==> src/rtl/sa_loop_ctrl.sv <==
// sa_loop_ctrl: tile-loop sequencer for the systolic-array controller.
// On start it latches a tile configuration and walks every tile through
// weight-load (LOAD), activation-feed (COMPUTE) and partial-sum drain
// (DRAIN), then pulses done for one cycle and returns to IDLE.
// Loop counts follow the counter3 convention: a value of N means N+1
// iterations (0..N inclusive).
//
// Ports
//   clk, rstn            clock, async active-low reset
//   start                begin a job (sampled in IDLE only)
//   stall                freeze sequencing, gates the *_en strobes
//   cfg_rows/k/tiles     terminal counts, latched at start
//   busy, done           status (done is a one-cycle pulse)
//   w_load_en, a_feed_en, psum_drain_en   per-phase strobes
//   w_addr, a_addr, d_addr                per-phase addresses (0 outside phase)
//   tile_idx             current tile number
`ifndef SA_COUNTER_WIDTH
`define SA_COUNTER_WIDTH 3
`endif

module sa_loop_ctrl #(
  parameter int BIT_WIDTH = `SA_COUNTER_WIDTH
) (
  input  logic               clk,
  input  logic               rstn,
  input  logic               start,
  input  logic               stall,
  input  logic [BIT_WIDTH:0] cfg_rows,
  input  logic [BIT_WIDTH:0] cfg_k,
  input  logic [BIT_WIDTH:0] cfg_tiles,
  output logic               busy,
  output logic               done,
  output logic               w_load_en,
  output logic               a_feed_en,
  output logic               psum_drain_en,
  output logic [BIT_WIDTH:0] w_addr,
  output logic [BIT_WIDTH:0] a_addr,
  output logic [BIT_WIDTH:0] d_addr,
  output logic [BIT_WIDTH:0] tile_idx
);

  typedef enum logic [2:0] {
    S_IDLE  = 3'd0,
    S_LOAD  = 3'd1,
    S_COMP  = 3'd2,
    S_DRAIN = 3'd3,
    S_DONE  = 3'd4
  } state_t;

  state_t             state, state_nxt;
  logic [BIT_WIDTH:0] rows_q, k_q, tiles_q;
  logic [BIT_WIDTH:0] pc_q;    // phase count, shared by all three phases
  logic [BIT_WIDTH:0] tile_q;

  // state register
  always_ff @(posedge clk or negedge rstn) begin
    if (!rstn) state <= S_IDLE;
    else       state <= state_nxt;
  end

  // next-state
  always_comb begin
    state_nxt = state;
    case (state)
      S_IDLE:  if (start) state_nxt = S_LOAD;
      S_LOAD:  if (!stall && pc_q == rows_q) state_nxt = S_COMP;
      S_COMP:  if (!stall && pc_q == k_q)    state_nxt = S_DRAIN;
      S_DRAIN: if (!stall && pc_q == rows_q)
                 state_nxt = (tile_q == tiles_q) ? S_DONE : S_LOAD;
      S_DONE:  state_nxt = S_IDLE;
      default: state_nxt = S_IDLE;
    endcase
  end

  // config latch and loop counters. Any phase exit clears the phase count,
  // so an all-ones terminal count wraps to 0 as a side effect of the exit.
  always_ff @(posedge clk or negedge rstn) begin
    if (!rstn) begin
      rows_q  <= '0;
      k_q     <= '0;
      tiles_q <= '0;
      pc_q    <= '0;
      tile_q  <= '0;
    end else begin
      case (state)
        S_IDLE: if (start) begin
          rows_q  <= cfg_rows;
          k_q     <= cfg_k;
          tiles_q <= cfg_tiles;
          pc_q    <= '0;
          tile_q  <= '0;
        end
        S_LOAD, S_COMP, S_DRAIN: if (!stall) begin
          if (state_nxt != state) pc_q <= '0;
          else                    pc_q <= pc_q + 1'b1;
          if (state == S_DRAIN && state_nxt == S_LOAD) tile_q <= tile_q + 1'b1;
        end
        S_DONE: tile_q <= '0;
        default: ;
      endcase
    end
  end

  // outputs: Moore decode, stall only gates the strobes
  always_comb begin
    busy          = (state != S_IDLE);
    done          = (state == S_DONE);
    w_load_en     = (state == S_LOAD)  && !stall;
    a_feed_en     = (state == S_COMP)  && !stall;
    psum_drain_en = (state == S_DRAIN) && !stall;
    w_addr        = (state == S_LOAD)  ? pc_q : '0;
    a_addr        = (state == S_COMP)  ? pc_q : '0;
    d_addr        = (state == S_DRAIN) ? pc_q : '0;
    tile_idx      = tile_q;
  end

endmodule

==> config.mk <==
export PLATFORM = sky130hd
export DESIGN_NAME = sa_loop_ctrl
export DESIGN_NICKNAME = d
export VERILOG_FILES = /design/src/rtl/sa_loop_ctrl.sv
export SDC_FILE = /design/constraint.sdc
export NUM_CORES = 1
export LEC_CHECK = 0
export BUFFER_PORTS_ARGS = -buffer_cell sky130_fd_sc_hd__buf_2
export CAP_MARGIN = 20
export CORE_MARGIN = 2
export CORE_UTILIZATION = 55
export CTS_BUF_LIST = sky130_fd_sc_hd__clkbuf_2 sky130_fd_sc_hd__clkbuf_4 sky130_fd_sc_hd__clkbuf_8
export DETAILED_ROUTE_END_ITERATION = 8
export PLACE_DENSITY = 0.83
export SETUP_SLACK_MARGIN = 0.2
export SYNTH_ARGS = -nofsm -noshare
export SYNTH_HDL_FRONTEND = slang
export SYNTH_SLANG_ARGS = --single-unit
==> constraint.sdc <==
create_clock -name clk -period 4.4 [get_ports clk]
set_input_delay 0.44 -clock clk [delete_from_list [all_inputs] [get_ports clk]]
set_output_delay 0.44 -clock clk [all_outputs]
set_load 0.05 [all_outputs]
==> results of run 1 <==
-- power by group --
group	leakage (µW)	internal (µW)	switching [µW]
Combinational	0.000488	226	350
Sequential	0.000281	296	109
Clock	0.0000177	33.8	61.0
-- state kept, by name, indices dropped and copies added (netlist names) --
name      cells
k_q           4
pc_q          4
rows_q        4
state         3
tile_idx      4
tiles_q       4
-- metrics by stage --
step                      setup slack (ns)  instance area, µm²
final                                 2.19                1610
after global routing                  2.10                1610
after CTS                             2.22                1610
after detailed placement              2.44                1580
after global placement                2.53                1580
after floorplan                       2.15                1420
-- cell families (layout without fill, tap and decap cells) --
kind of cell             Yosys count  count (layout)  share of synthesized area [%]
AO/OA/AOI/OAI                     18              18                           10.8
XOR/XNOR                          14              14                           8.64
adder cells (fa/ha/maj)            2               2                           1.76
buffers and inverters             13              46                           5.56
flip-flops                        23              23                           40.6
multiplexers                      16              16                           12.3
AND/OR/NAND/NOR                   45              45                           20.3
-- worst max-delay path: cells and delay by family, from the launching register on --
| kind | cells | cell delay (ns) |
|---|---|---|
| flip-flops | 1 | 0.59 |
| AND/OR/NAND/NOR | 2 | 0.58 |
| buffers and inverters | 1 | 0.29 |
-- routing by layer --
layer | vias to the layer above | track usage, % | wire length [µm]
met1 | 524 | 28.9 | 1210
met4 | 0 | 9.17 | 32
met2 | 42 | 35.5 | 1330
li1 | 530 | - | -
met5 | - | 0 | 0
met3 | 6 | 2.46 | 172
-- placed cells by master, fill, tap and decap left out, types with 2 or more instances in the layout --
master and n:
mux2_2 12, xor2_1 4, nand2_1 4, and3_1 7, o21ai_0 2, o21ai_1 2
a31oi_1 2, nor3b_1 2, nand3_1 3, inv_1 6, clkbuf_4 3, nor3_1 3
and2_1 5, ha_1 2, mux2i_1 4, xnor2_1 10, a21oi_1 2, dfrtp_1 23
nor2_1 7, buf_2 36
-- how the worst min path moves through the flow --
stage                                  to  slack [ns]
global route        rows_q[3]$_DFFE_PN0P_        0.12
finish              rows_q[3]$_DFFE_PN0P_        0.08
floorplan              k_q[0]$_DFFE_PN0P_        0.14
detailed placement     k_q[3]$_DFFE_PN0P_        0.43
global placement       k_q[3]$_DFFE_PN0P_        0.43
CTS                    state[0]$_DFF_PN0_        0.09
-- final cells by class --
cell class / count / area, µm²
timing repair buffer: 36 / 180
inverter: 6 / 22.5
tap: 30 / 37.5
clock buffer: 3 / 22.5
multi-input combinational: 95 / 764
sequential: 23 / 576
clock inverter: 1 / 5.00
fill: 201 / 847
==> flow_summary_export.csv, run 1 <==
group,metric,value,unit
run_status,outcome,"finished, final reports clean",
critical_path,worstSetupPathType,"reg2out",
grt,antenna_found_initial,0,
finish,num_antenna_cells,0,
floorplan,ios,37,
synthesis,ys.flop_type,"dfrtp_1",
detailed_routing,drt-total-wl,2750,µm
critical_path,crit_start,"state[1]$_DFF_PN0_",
detailed_routing,firstDrtPassIters,4,
synthesis,ys_ff_latch,23,
power,finalPower,1080,µW
floorplan,die-area,3000,µm²
critical_path,slowest_stage,"dfrtp_1",
critical_path,endpoint,"a_feed_en",
timing,worstMarginPinSlew,0.620,ns
timing,fin_crit_sh,50.2,%
placed_design,dp_hpwl,2120,µm
floorplan,placementRows,18,
critical_path,r2r_slack,2.41,ns
grt,grt_pass1_wl,4650,µm
timing,hold_ws,0.0798,ns
detailed_routing,antenna_left,0,
synthesis,yosysSeqAreaShare,40.6,%
grt,grt_max_degree,24,
grt,grt_overflow_total,0,
critical_path,r2r-start,"state[1]$_DFF_PN0_",
synthesis,yosysMostFrequentCell,"dfrtp_1",
clocking,clkSinkCount,23,
floorplan,start_util,57.8,%
synthesis,synth-edff-count,0,
critical_path,r2r_end,"rows_q[0]$_DFFE_PN0P_",
synthesis,yosys.cell_types.count,45,
synthesis,syn_area,1420,µm²
critical_path,cp_max_fo,13,
timing,clock.fmax,453,MHz
timing,fin_skew,0.0102,ns
power,vdd_drop_max,0.000424,V
critical_path,slowest_delay,0.59,ns
critical_path,cp-start-kind,"flop",
timing,hold_viol,0,
clocking,clk_path_buf_depth,2,
critical_path,endpoint_kind,"output pin",
finish,layout-drive-gt1-share,39.0,%
grt,gr-usage-all-layers,21.7,%
detailed_routing,viasPerCell,5.68,
placed_design,port_buffers,36,
synthesis,async_flop_share,100,%
clocking,cts_root_buf,"clkbuf_4",
synthesis,yosysTopAreaCellShare,40.6,%
timing,report.final.slew_viol_count,0,
run,cap_violations,0,
synthesis,avgSynthCellArea,10.8,µm²
finish,syn2layout_area_growth,13.3,%
timing,rsz0062_at_grt,"no",
timing,setup_violations,0,
power,leakage,0.000787,µW
clocking,htree_levels,1,
synthesis,yosys-top-cells-count,"dfrtp_1 (23), mux2_2 (12), xnor2_1 (10)",
timing,setup_tns,0,ns
detailed_routing,wl_per_cell,14.2,µm
synthesis,yosys.area.top_type,"dfrtp_1",
critical_path,rr_worst_depth,3,
floorplan,fp.dieW,54.8,µm
timing,min_period,2.21,ns
floorplan,core-area,2450,µm²
finish,layout.nets,183,
detailed_routing,drcViolationCount,0,
clocking,clkTransAtPathRegs,0.13,ns
finish,instances_no_fill,194,
synthesis,ys_warn_count,0,
clocking,cts_resized,0,
floorplan,die_h,54.8,µm
placed_design,dp_cells,190,
detailed_routing,first_iter_violations,15,
grt,grt_pass1_vias,1039,
critical_path,critical_path.cell_chain,"nor3b_2 -> and2b_1 -> buf_2",
synthesis,synth_nets,149,
power,powerDensity,669,nW/µm²
timing,slew_headroom,58.7,%
critical_path,required,3.96,ns
clocking,cts_hold_buf,0,
clocking,cts_buffers,3,
clocking,tritoncts,"built",
min_path,hp-class,"in2async",
synthesis,synthCells,131,
placed_design,routabilityCongestion,0.816,
critical_path,cp.arrival,1.77,ns
clocking,cts_setup_buffers,0,
detailed_routing,vias,1102,
synthesis,yosys-top-cells-area,"dfrtp_1 (41%), mux2_2 (9.5%), xnor2_1 (6.2%), and3_1 (3.1%), mux2i_1 (2.8%)",
clocking,clock_latency,0.30,ns
finish,utilization,65.5,%
No activity file was read; power rests on OpenSTA's default activity.
==> inputs of run 2 (changes only) <==
- CORE_UTILIZATION: 55 -> 49
- PLACE_DENSITY: 0.83 -> 0.78
- clock period: 4.4 -> 1.9 ns (I/O delays scaled with it)
==> run 2 against run 1 <==
Cell count up 9.8%. Non-clock buffer count up 18. Sequential cell count unchanged. Critical endpoint is now tile_idx[2]$_DFFE_PN0P_. Largest cell class unchanged.
==> flow_summary_export.csv, run 2 (same netlist as run 1, synthesis figures left out) <==
group,metric,value,unit
grt,grt_pass1_wl,5210,µm
detailed_routing,drcViolationCount,0,
critical_path,cp.arrival,2.02,ns
critical_path,crit_family,"compound AO/OA/AOI/OAI gates",
detailed_routing,antenna_left,0,
grt,met2_usage,35.2,%
detailed_routing,wl_per_cell,16.2,µm
detailed_routing,first_iter_violations,55,
finish,final_common_cell,"buf_4",
grt,top_usage_layer,"met2",
placed_design,port_buffers,36,
grt,grt_overflow_total,0,
min_path,hp-class,"in2reg",
detailed_routing,drt-total-wl,3450,µm
critical_path,critical_path.cell_chain,"xor2_2 -> o41ai_4 -> nor3_4 -> o31a_1 -> mux2i_1",
critical_path,path_depth,5,
timing,rsz0062_at_grt,"yes",
timing,clock.fmax,558,MHz
detailed_routing,viasPerCell,5.60,
grt,grt_pass1_vias,1126,
floorplan,start_util,51.5,%
placed_design,dp_hpwl,2280,µm
clocking,cts_buffers,3,
finish,fillCellCount,203,
placed_design,routabilityCongestion,0.844,
critical_path,rr_worst_depth,5,
timing,setup_violations,0,
timing,report.final.slew_viol_count,0,
grt,grtUsageMet3,3.13,%
clocking,cts_root_buf,"clkbuf_4",
finish,num_antenna_cells,0,
finish,layout.nets,201,
critical_path,cp_max_fo,4,
run_status,outcome,"finished, final reports clean",
timing,min_period,1.79,ns
min_path,min_path_cells,2,
finish,seq_area,587,µm²
clocking,clk_path_buf_depth,2,
timing,fin_skew,0.00437,ns
clocking,htree_levels,1,
detailed_routing,vias,1192,
grt,antenna_found_initial,0,
timing,slew_headroom,65.9,%
floorplan,die-area,3340,µm²
clocking,clkSinkCount,23,
timing,worstMarginPinSlew,0.512,ns
timing,hold_viol,0,
finish,multi_input_area,841,µm²
grt,grtUsageMet1,26.4,%
critical_path,slowest_delay,0.46,ns
grt,gr-usage-all-layers,20.4,%
clocking,clkTransAtPathRegs,0.12,ns
detailed_routing,firstDrtPassIters,4,
critical_path,slowest_stage,"o41ai_4",
clocking,clock_latency,0.31,ns
floorplan,ios,37,
power,powerDensity,1510,nW/µm²
critical_path,endpoint_kind,"flop",
finish,utilization,69.1,%
clocking,tritoncts,"built",
timing,fin_crit_sh,94.3,%
power,vdd_drop_max,0.00107,V
floorplan,core-area,2760,µm²
critical_path,required,2.13,ns
floorplan,placementRows,19,
power,leakage,0.000891,µW
critical_path,worstSetupPathType,"reg2reg",
floorplan,die_h,57.8,µm
critical_path,path_buf_inv,0,
grt,grt_max_degree,24,
floorplan,fp.dieW,57.8,µm
run,cap_violations,0,
finish,layout-drive-gt1-share,55.5,%
finish,final_cell_mix,"buf_4 (26), buf_2 (21), dfrtp_1 (14)",
critical_path,cp-start-kind,"flop",
timing,setup_tns,0,ns
finish,syn2layout_area_growth,34.3,%
==> run 2: cell count changes in the layout (fill, tap and decap cells not counted), sizes merged <==
| cell | change |
|---|---|
| dlygate4sd3 | +1 |
| clkbuf | +1 |
| buf | +17 |
| clkinv | -1 |
==> run 2: path summary, 6_finish.rpt <==
| path | start | end | slack [ns] |
|---|---|---|---|
| setup / recovery | tiles_q[0]$_DFFE_PN0P_ | tile_idx[2]$_DFFE_PN0P_ | 0.11 |
| hold / removal | cfg_rows[2] | rows_q[2]$_DFFE_PN0P_ | 0.1 |
| setup reg to reg | tiles_q[0]$_DFFE_PN0P_ | tile_idx[2]$_DFFE_PN0P_ | 0.11 |
| hold reg to reg | tile_idx[0]$_DFFE_PN0P_ | tile_idx[0]$_DFFE_PN0P_ | 0.54 |
| max in group asynchronous | rstn | pc_q[2]$_DFFE_PN0P_ | 1.16 |
| min in group asynchronous | rstn | tiles_q[3]$_DFFE_PN0P_ | 0.37 |
==> run 2: cell type report <==
cell class / instances / share of cell area [%]
multi-input cells: 95 / 44.1
flip-flops and latches: 23 / 30.8
repair buffers: 54 / 20.3
well taps: 31 / 2.04
clock buffers: 4 / 1.58
inverters: 6 / 1.18
==> run 2: report_power, final <==
group / total (µW) / switching, µW / internal [µW] / leakage, µW
Sequential: 917 / 221 / 696 / 0.000270
Clock: 243 / 146 / 96.4 / 0.0000184
Combinational: 1710 / 969 / 741 / 0.000603
==> run 2: stage by stage <==
| step | hold WS, ns | total power, µW | setup WS [ns] | instance area, µm² | instances |
|---|---|---|---|---|---|
| after floorplan | -0.106 | 2080 | -0.0974 | 1450 | 131 |
| after global placement | 0.181 | 2310 | 0.199 | 1650 | 196 |
| after detailed placement | 0.189 | 2380 | 0.169 | 1650 | 196 |
| after CTS | 0.0858 | 2680 | 0.102 | 1750 | 204 |
| after global routing | 0.0845 | 3030 | 0.0353 | 1910 | 213 |
| final | 0.0964 | 2870 | 0.109 | 1910 | 213 |
==> run 2: timing repair <==
item	4_1_cts	5_1_grt
hold buffers	1	0
resized for setup	14	33
cloned	0	1
hold endpoints to repair	23	0
setup endpoints to repair	18	32
setup buffers	3	8
pin swaps	3	5
==> run 2: routing by layer <==
layer	vias up	part of all wire [%]
met5	-	0
met4	0	0.84
met3	2	5.1
met2	50	52
met1	581	42
li1	559	-
